==> src/rtl/conv_sequencer.sv <==
// -----------------------------------------------------------------------------
// conv_sequencer
//   Sequences one convolution window at a time for an external engine:
//   loads NTAP kernel weights, collects NTAP pixels, holds conv_start with
//   stable kernel/pixel buses until the engine reports conv_done (or a
//   timeout expires), inserts a one-cycle gap so the engine clears its
//   accumulator, then offers the captured result to a consumer.
//
//   Handshakes: a transfer on any valid/ready pair happens on the rising
//   edge where both valid and ready are high. Ready/valid outputs are
//   registered and depend only on the current state, never on the
//   partner's valid/ready in the same cycle.
//
// Ports
//   clk, reset            clock (rising edge), async active-low reset
//   k_valid/k_data/k_ready kernel weight stream (signed 9-bit)
//   k_clear               request kernel reload (FILL, no pixels taken yet)
//   px_valid/px_data/px_ready pixel stream (signed 9-bit)
//   conv_start            start/hold level to the engine (high in RUN only)
//   kernel_bus, x_bus     weight/pixel i at bits [9i+8:9i]
//   conv_done/conv_result engine result-valid pulse and signed result
//   out_valid/out_data/out_ready captured result to consumer
//   win_count             results delivered since reset (wraps)
//   err_tmo               sticky engine timeout flag
//   dbg_state             current FSM state encoding
// -----------------------------------------------------------------------------
module conv_sequencer #(
    parameter int NTAP = 21,
    parameter int TMO  = 255   // must fit the 8-bit cycle counter
) (
    input  logic                clk,
    input  logic                reset,
    input  logic                k_valid,
    input  logic [8:0]          k_data,
    output logic                k_ready,
    input  logic                k_clear,
    input  logic                px_valid,
    input  logic [8:0]          px_data,
    output logic                px_ready,
    output logic                conv_start,
    output logic [9*NTAP-1:0]   kernel_bus,
    output logic [9*NTAP-1:0]   x_bus,
    input  logic                conv_done,
    input  logic [26:0]         conv_result,
    output logic                out_valid,
    output logic [26:0]         out_data,
    input  logic                out_ready,
    output logic [15:0]         win_count,
    output logic                err_tmo,
    output logic [2:0]          dbg_state
);

    localparam int              IDXW     = (NTAP > 1) ? $clog2(NTAP) : 1;
    localparam logic [IDXW-1:0] LAST_IDX = IDXW'(NTAP - 1);
    localparam logic [7:0]      TMO_LIM  = 8'(TMO);

    typedef enum logic [2:0] {
        S_KLOAD = 3'd0,
        S_FILL  = 3'd1,
        S_RUN   = 3'd2,
        S_GAP   = 3'd3,
        S_OUT   = 3'd4
    } state_e;

    state_e            state_q, state_d;
    logic [IDXW-1:0]   k_idx_q, p_idx_q;
    logic [7:0]        tmo_cnt_q;
    logic [9*NTAP-1:0] kernel_q, x_q;
    logic [26:0]       out_data_q;
    logic [15:0]       win_count_q;
    logic              err_tmo_q, have_res_q;
    logic              k_ready_q, px_ready_q, conv_start_q, out_valid_q;

    logic k_fire, px_fire, out_fire, fill_clear, tmo_hit;

    assign k_fire     = k_valid & k_ready_q;
    assign px_fire    = px_valid & px_ready_q;
    assign out_fire   = out_valid_q & out_ready;
    // Reload is only honoured before the first pixel of a window. If a pixel
    // is offered in that same cycle it completes its handshake but is
    // dropped, since the window restarts after the new kernel is loaded.
    assign fill_clear = (state_q == S_FILL) && k_clear && (p_idx_q == '0);
    // conv_done takes precedence over the timeout in the same cycle.
    assign tmo_hit    = (tmo_cnt_q == TMO_LIM) && !conv_done;

    always_comb begin
        state_d = state_q;
        case (state_q)
            S_KLOAD: if (k_fire && (k_idx_q == LAST_IDX)) state_d = S_FILL;
            S_FILL: begin
                if (fill_clear)                                state_d = S_KLOAD;
                else if (px_fire && (p_idx_q == LAST_IDX))     state_d = S_RUN;
            end
            S_RUN:   if (conv_done || tmo_hit) state_d = S_GAP;
            S_GAP:   state_d = have_res_q ? S_OUT : S_FILL;
            S_OUT:   if (out_fire) state_d = S_FILL;
            default: state_d = S_KLOAD;
        endcase
    end

    always_ff @(posedge clk or negedge reset) begin
        if (!reset) begin
            state_q      <= S_KLOAD;
            k_idx_q      <= '0;
            p_idx_q      <= '0;
            tmo_cnt_q    <= '0;
            kernel_q     <= '0;
            x_q          <= '0;
            out_data_q   <= '0;
            win_count_q  <= '0;
            err_tmo_q    <= 1'b0;
            have_res_q   <= 1'b0;
            k_ready_q    <= 1'b0;
            px_ready_q   <= 1'b0;
            conv_start_q <= 1'b0;
            out_valid_q  <= 1'b0;
        end else begin
            state_q <= state_d;

            // Registered outputs follow the state being entered.
            k_ready_q    <= (state_d == S_KLOAD);
            px_ready_q   <= (state_d == S_FILL);
            conv_start_q <= (state_d == S_RUN);
            out_valid_q  <= (state_d == S_OUT);

            if ((state_q == S_KLOAD) && k_fire) begin
                kernel_q[9*int'(k_idx_q) +: 9] <= k_data;
                k_idx_q <= (k_idx_q == LAST_IDX) ? '0 : k_idx_q + 1'b1;
            end

            if ((state_q == S_FILL) && px_fire && !fill_clear) begin
                x_q[9*int'(p_idx_q) +: 9] <= px_data;
                p_idx_q <= (p_idx_q == LAST_IDX) ? '0 : p_idx_q + 1'b1;
            end

            // Counts RUN cycles; any other state holds it at zero so each
            // RUN entry starts from 0.
            tmo_cnt_q <= (state_q == S_RUN) ? tmo_cnt_q + 1'b1 : '0;

            if (state_q == S_RUN) begin
                if (conv_done) begin
                    out_data_q <= conv_result;
                    have_res_q <= 1'b1;
                end else if (tmo_hit) begin
                    err_tmo_q  <= 1'b1;
                    have_res_q <= 1'b0;
                end
            end

            if (out_fire) win_count_q <= win_count_q + 16'd1;
        end
    end

    assign k_ready    = k_ready_q;
    assign px_ready   = px_ready_q;
    assign conv_start = conv_start_q;
    assign kernel_bus = kernel_q;
    assign x_bus      = x_q;
    assign out_valid  = out_valid_q;
    assign out_data   = out_data_q;
    assign win_count  = win_count_q;
    assign err_tmo    = err_tmo_q;
    assign dbg_state  = state_q;

endmodule

==> config.mk <==
export PLATFORM = sky130hd
export DESIGN_NAME = conv_sequencer
export DESIGN_NICKNAME = d
export VERILOG_FILES = /design/src/rtl/conv_sequencer.sv
export SDC_FILE = /design/constraint.sdc
export NUM_CORES = 1
export LEC_CHECK = 0
export ABC_CLOCK_PERIOD_IN_PS = 4500
export BUFFER_PORTS_ARGS = -buffer_cell sky130_fd_sc_hd__buf_2
export CAP_MARGIN = 20
export CELL_PAD_IN_SITES_DETAIL_PLACEMENT = 0
export CELL_PAD_IN_SITES_GLOBAL_PLACEMENT = 1
export CORE_MARGIN = 1
export CORE_UTILIZATION = 40
export DETAILED_ROUTE_END_ITERATION = 10
export GPL_TIMING_DRIVEN = 0
export PLACE_DENSITY = 0.76
export SLEW_MARGIN = 10
export SYNTH_ARGS = -nofsm -noshare
export SYNTH_HDL_FRONTEND = slang
export SYNTH_SLANG_ARGS = --single-unit
==> constraint.sdc <==
create_clock -name clk -period 4.5 [get_ports clk]
set_input_delay 0.225 -clock clk [delete_from_list [all_inputs] [get_ports clk]]
set_output_delay 0.225 -clock clk [all_outputs]
set_load 0.02 [all_outputs]
After elaboration in Yosys (flattened, before gate mapping)
Index checks and enable logic that the tools add are counted.
{"block": "classes", "addsub": 6, "multipliers": 2, "shifts": 4, "mux": 14, "n_reduce_logical": 18, "bitwise": 4, "eq_ne": 10}
{"operator": "bitwise mux 189 bit", "n": 2}
{"operator": "variable shift 9 x 33 -> 189 bit (first input constant)", "n": 2}
{"operator": "variable part select 9 x 33 -> 189 bit", "n": 2}
{"operator": "negator 9 -> 33 bit", "n": 2}
{"operator": "multiplier 4 x 5 -> 9 bit (first input constant)", "n": 2}
{"operator": "two-way mux 3 bit", "n": 6}
{"operator": "adder 16 x 1 -> 16 bit (second input constant)", "n": 1}
{"operator": "one-hot mux 3 bit (5 select lines)", "n": 1}
{"operator": "adder 5 x 1 -> 5 bit (second input constant)", "n": 2}
{"operator": "equality test 5 bit (second input constant)", "n": 2}
{"operator": "two-way mux 5 bit", "n": 2}
{"operator": "equality test 3 x 2 -> 1 bit (second input constant)", "n": 3}
{"operator": "adder 8 x 1 -> 8 bit (second input constant)", "n": 1}
{"operator": "equality test 8 bit (second input constant)", "n": 1}
{"operator": "logical AND 1 bit", "n": 8}
{"operator": "two-way mux 8 bit", "n": 1}
{"operator": "equality test 3 x 1 -> 1 bit (second input constant)", "n": 2}
{"operator": "equality test 3 bit (second input constant)", "n": 2}
{"operator": "logical NOT 3 bit", "n": 2}
{"operator": "logical NOT 5 bit", "n": 1}
{"operator": "AND reduction 2 bit", "n": 2}
{"operator": "AND 1 bit", "n": 3}
{"operator": "AND reduction 3 bit", "n": 1}
{"operator": "logical NOT 1 bit", "n": 2}
{"operator": "4 further kinds", "n": 5}
{"block": "totals", "wordCells": 72, "inputBits": 52, "ff_bits": 448, "out_inout_bits": 429}

Longest topological paths before layout
{"block": "depth", "word_depth": 6, "mapped_depth": 13, "depth_no_buf": 10}

Worst setup path after synthesis
No wires, ideal clock.
{"block": "synth_path", "kind": "reg-to-reg", "startpoint": "register p_idx_q[0]", "endpoint": "register x_q[188] (netlist: x_bus[188])", "setup_time_ns": 0.125, "slack_ns": 1.447, "t_arrival_ns": 2.928, "stages_incl_launch_ff": 13, "t_required_ns": 4.375, "n_path_buf": 2, "period_less_slack_ns": 3.053, "path_cell_list": "dfrtp_1 > clkbuf_1 > inv_1 > ha_1 > nand2b_1 > nor2_1 > ha_1 > nand2_1 > nand4_2 > or3_1 > buf_2 > nor4_4 > mux2_2"}
{"block": "synth_between", "elab_chain_cells": 4, "word_cells_on_any_way": 9, "cone_classes": "add/sub: 1; mul: 1; shift: 2; mux: 1; reduce/logical: 4"}
{"element": "from (decl)", "line": "66", "rtl": "logic [IDXW-1:0] k_idx_q, p_idx_q;"}
{"element": "from (signal assigned)", "line": "133", "rtl": "p_idx_q <= (p_idx_q == LAST_IDX) ? '0 : p_idx_q + 1'b1;"}
{"element": "multiplier 4 x 5 -> 9 bit or logical NOT 5 bit (tied branches)", "line": "132, 82"}
{"element": "negator 9 -> 33 bit or logical AND 1 bit (tied branches)", "line": "132, 82"}
{"element": "variable part select 9 x 33 -> 189 bit, or another cell as far along", "line": "132", "rtl": "x_q[9*int'(p_idx_q) +: 9] <= px_data;"}
{"element": "bitwise mux 189 bit or logical AND 1 bit (tied branches)", "line": "132, 131"}
{"element": "to (signal, indexed assignment)", "line": "132"}
{"element": "to (decl)", "line": "68", "rtl": "logic [9*NTAP-1:0] kernel_q, x_q;"}
Several ways; a longest one is shown, not always the timed one.
A chain may end at the register's enable or synchronous reset.

Worst setup path after layout
{"block": "layout_path", "startpoint": "register p_idx_q[0]", "endpoint": "register x_q[50] (netlist: x_bus[50])"}
The elaborated chain is that of the path after synthesis.

==> flow_summary.yaml <==
yosys:
  yosys-top-cells-area: "dfrtp_1, mux2_2, clkbuf_1"
  async_reset_ff_share_pct: 100
  syn_inst: 1197
  avgSynthCellArea_um2: 14.9
  synth_top_area_cell: "dfrtp_1"
  dominantRegCellSynth: "dfrtp_1"
  yosysTopAreaCellShare_pct: 63.0
  synth_fp_nets: 1260
  ys_seq_area_share_pct: 63.0
  synth_cell_types: 46
  syn_area_mm2: 0.0178
  synth_edf_count: 0
  ys_seq_elements: 448
  synth_common_cells: "dfrtp_1, mux2_2, clkbuf_1, nand2_1, nor2_1"
  yosysMostFrequentCell: "dfrtp_1"
  synth_warnings: 0
critical_path:
  r2r_cells: 13
  r2r_end: "x_bus[50]"
  slowest_delay_ns: 0.55
  crit_top_cell: "clkbuf_1"
  worstPathRequired_ns: 4.96
  crit_chain: "clkbuf_1 > inv_1 > ha_1 > nand2b_1 > nor2_1 > ha_1 > nand2_1 > and3b_1 > clkbuf_1 > and3_1 > clkbuf_1 > nand3_1 > mux2_2"
  critPathArrivalTime_ns: 4.30
  setup.worst_path.class: "reg2reg"
  start_kind: "flop"
  cp_max_fo: 9
  cp_slowest_cell: "nand3_1"
  rr_startpoint: "p_idx_q[0]"
  path_delay_family: "simple AND/OR/NAND/NOR gates"
  r2r_slack_ns: 0.66
  cp_num_buf_inv: 4
  critPathCaptureType: "flop"
clock_network:
  clk_pin_slew_ns: 0.06
  post_cts_buffers: 0
  cts_made_buffers: 48
  cts_resized: 0
  clk_path_buf_depth: 3
  cts_tree: "built"
  clock_latency_ns: 0.58
  root_buffer: "clkbuf_16"
  cts.sinks: 448
  cts_htree_levels: 2
sta:
  setup_violations: 0
  fin_ws_ns: 0.660
  fin_tns_setup_ns: 0
  timing.fmax_mhz: 260
  worstMarginPinSlew_ns: 1.07
  layout_min_cycle_time_ns: 3.84
  fin_skew_ns: 0.0206
  period_share_pct: 85.3
  drv_slew: 0
  rsz0062_at_grt: "no"
  final_hold_viol_count: 0
  slew_headroom_pct: 28.7
power:
  seq_power_share_pct: 39.2
  leakagePower_nw: 12.8
  clkPwrFrac_pct: 30.8
  p_sw_share_pct: 34.4
  vdd_drop_max_v: 0.000415
  power_density_mw_per_mm2: 580
  power.net_switching_mw: 4.63
  p_int_mw: 8.81
  comb_power_share_pct: 30.0
grt:
  antenna_found_initial: 2
  grt_pass1_wl_um: 75300
  grt_util_met3_pct: 5.03
  grt_pass1_vias: 12300
  use_met1_pct: 28.2
  grt_max_degree: 105
  overflow: 0
  grt_usage_pct: 22.0
  use_met2_pct: 36.3
  busiest_layer: "met2"
floorplanning:
  dieWidth_um: 213
  initial_core_util_pct: 40.9
  coreArea_mm2: 0.0435
  ioPinCount: 481
  die-area_mm2: 0.0453
  die_h_um: 213
  rows: 76
hold_path:
  hold_end: "p_idx_q[4]"
  min_from: "px_valid"
  holdPathStages: 3
  min_path_type: "in2reg"
placed_design:
  post-place-ws_ns: 0.713
  dpl.hpwl_um: 36000
  io_buffers: 480
  routabilityCongestion: 0.838
detailed_routing:
  vias_per_cell: 4.99
  wl_per_cell_um: 20.7
  drtIter0Drc: 582
  post-route-drc-count: 0
  ant_nets: 0
  drt_wl_total_um: 49800
  drtPass1Iterations: 4
  vias: 12000
final_layout:
  drive_above_1_share_pct: 54.4
  areaGrowthSynthToFinish_pct: 30.3
  nets: 1841
status:
  outcome: "finished clean"
run:
  maxCapViolCount: 0
==> worst max-delay path by stage <==
stage,start,to,cells after the start
after detailed placement,p_idx_q[0],x_bus[48],13
after CTS,p_idx_q[0],x_bus[28],13
after global routing,p_idx_q[0],x_bus[50],13
final,p_idx_q[0],x_bus[50],13
after floorplan,p_idx_q[0],x_bus[188],12
after global placement,reset,x_bus[169],1
==> flip-flops by register name, indices dropped and copies added, names as in the netlist <==
name        flops
conv_start      1
dbg_state       3
err_tmo         1
have_res_q      1
k_idx_q         5
k_ready         1
kernel_bus    189
out_data       27
out_valid       1
p_idx_q         5
px_ready        1
tmo_cnt_q       8
win_count      16
x_bus         189
==> cells in the final DEF (no fill, tap or decap), drive strengths merged, types with 3 or more instances in the layout <==
cell type    instances
nand2b              11
or3                  4
clkbuf             117
nor3                12
ha                  11
mux2               406
bufinv               6
and2                21
clkinv              11
nor2b                5
buf                487
nor2                42
o21ai               15
xnor2               14
nand3               23
inv                  7
dfrtp              448
nand2               36
nand4b               3
xor2                14
and3                27
nand4                9
mux2i                3
dlygate4sd3         47
nor4                 3
o31ai                4
or2                  3
==> repair_timing <==
item / in CTS / in global routing
hold buffers: 47 / 0
hold endpoints to repair: 106 / 0
endpoints found under the setup margin: 0 / 0
==> per-layer routing <==
layer	share of wire, %	up-vias	routed length [µm]
met5	0.022	-	11
met4	2.7	2	1350
met3	6.0	87	3000
met2	49	330	24600
met1	42	6169	20900
li1	-	5409	-
==> layout make-up <==
cell class,instances,area (µm²)
antenna,1,2.50
buffer,51,194
clock buffer,69,1390
clock inverter,20,274
fill,3790,20300
inverter,6,22.5
multi-input combinational,692,6360
sequential,448,11200
tap,585,732
timing repair buffer,531,2990
==> power groups by stage <==
stage	Sequential (mW)	Combinational [mW]	Clock, mW
5_1_grt	5.37	4.33	4.39
3_5_place_dp	5.33	4.03	0
6_report	5.27	4.03	4.13
2_1_floorplan	6.26	1.53	0
4_1_cts	5.26	4.07	4.24
3_3_place_gp	5.30	3.97	0
==> cells by family (layout without fill, tap and decap cells) <==
group,after synthesis,count (layout),synth area share (%)
AOI/OAI and AO/OA,33,33,1.15
buffers and inverters,57,677,1.22
xor gates and xnor gates,28,28,1.38
and+or+nand+nor,211,211,6.58
adders and majority gates,11,11,0.774
other,0,1,0
muxes,409,409,25.9
DFF,448,448,63.0
==> worst register-to-register path, stage by stage, from the launching register on <==
cell and delay [ns]:
dfrtp_1 0.40, clkbuf_1 0.33, inv_1 0.18, ha_1 0.30
nand2b_1 0.14, nor2_1 0.07, ha_1 0.21, nand2_1 0.11
and3b_1 0.18, clkbuf_1 0.27, and3_1 0.20, clkbuf_1 0.30
nand3_1 0.56, mux2_2 0.47
==> through the flow <==
stage / hold slack, ns / power, mW / cell area, µm² / std cells / utilization, %
2_1_floorplan: -0.0706 / 7.79 / 17800 / 1197 / -
3_3_place_gp: 0.432 / 9.27 / 20900 / 2262 / 48.1
3_5_place_dp: 0.190 / 9.36 / 21000 / 2266 / 48.4
4_1_cts: 0.101 / 13.6 / 23200 / 2402 / 53.3
5_1_grt: 0.147 / 14.1 / 23200 / 2403 / 53.3
6_report: 0.127 / 13.4 / 23200 / 2403 / 53.3
No activity file was read; power rests on OpenSTA's default activity.
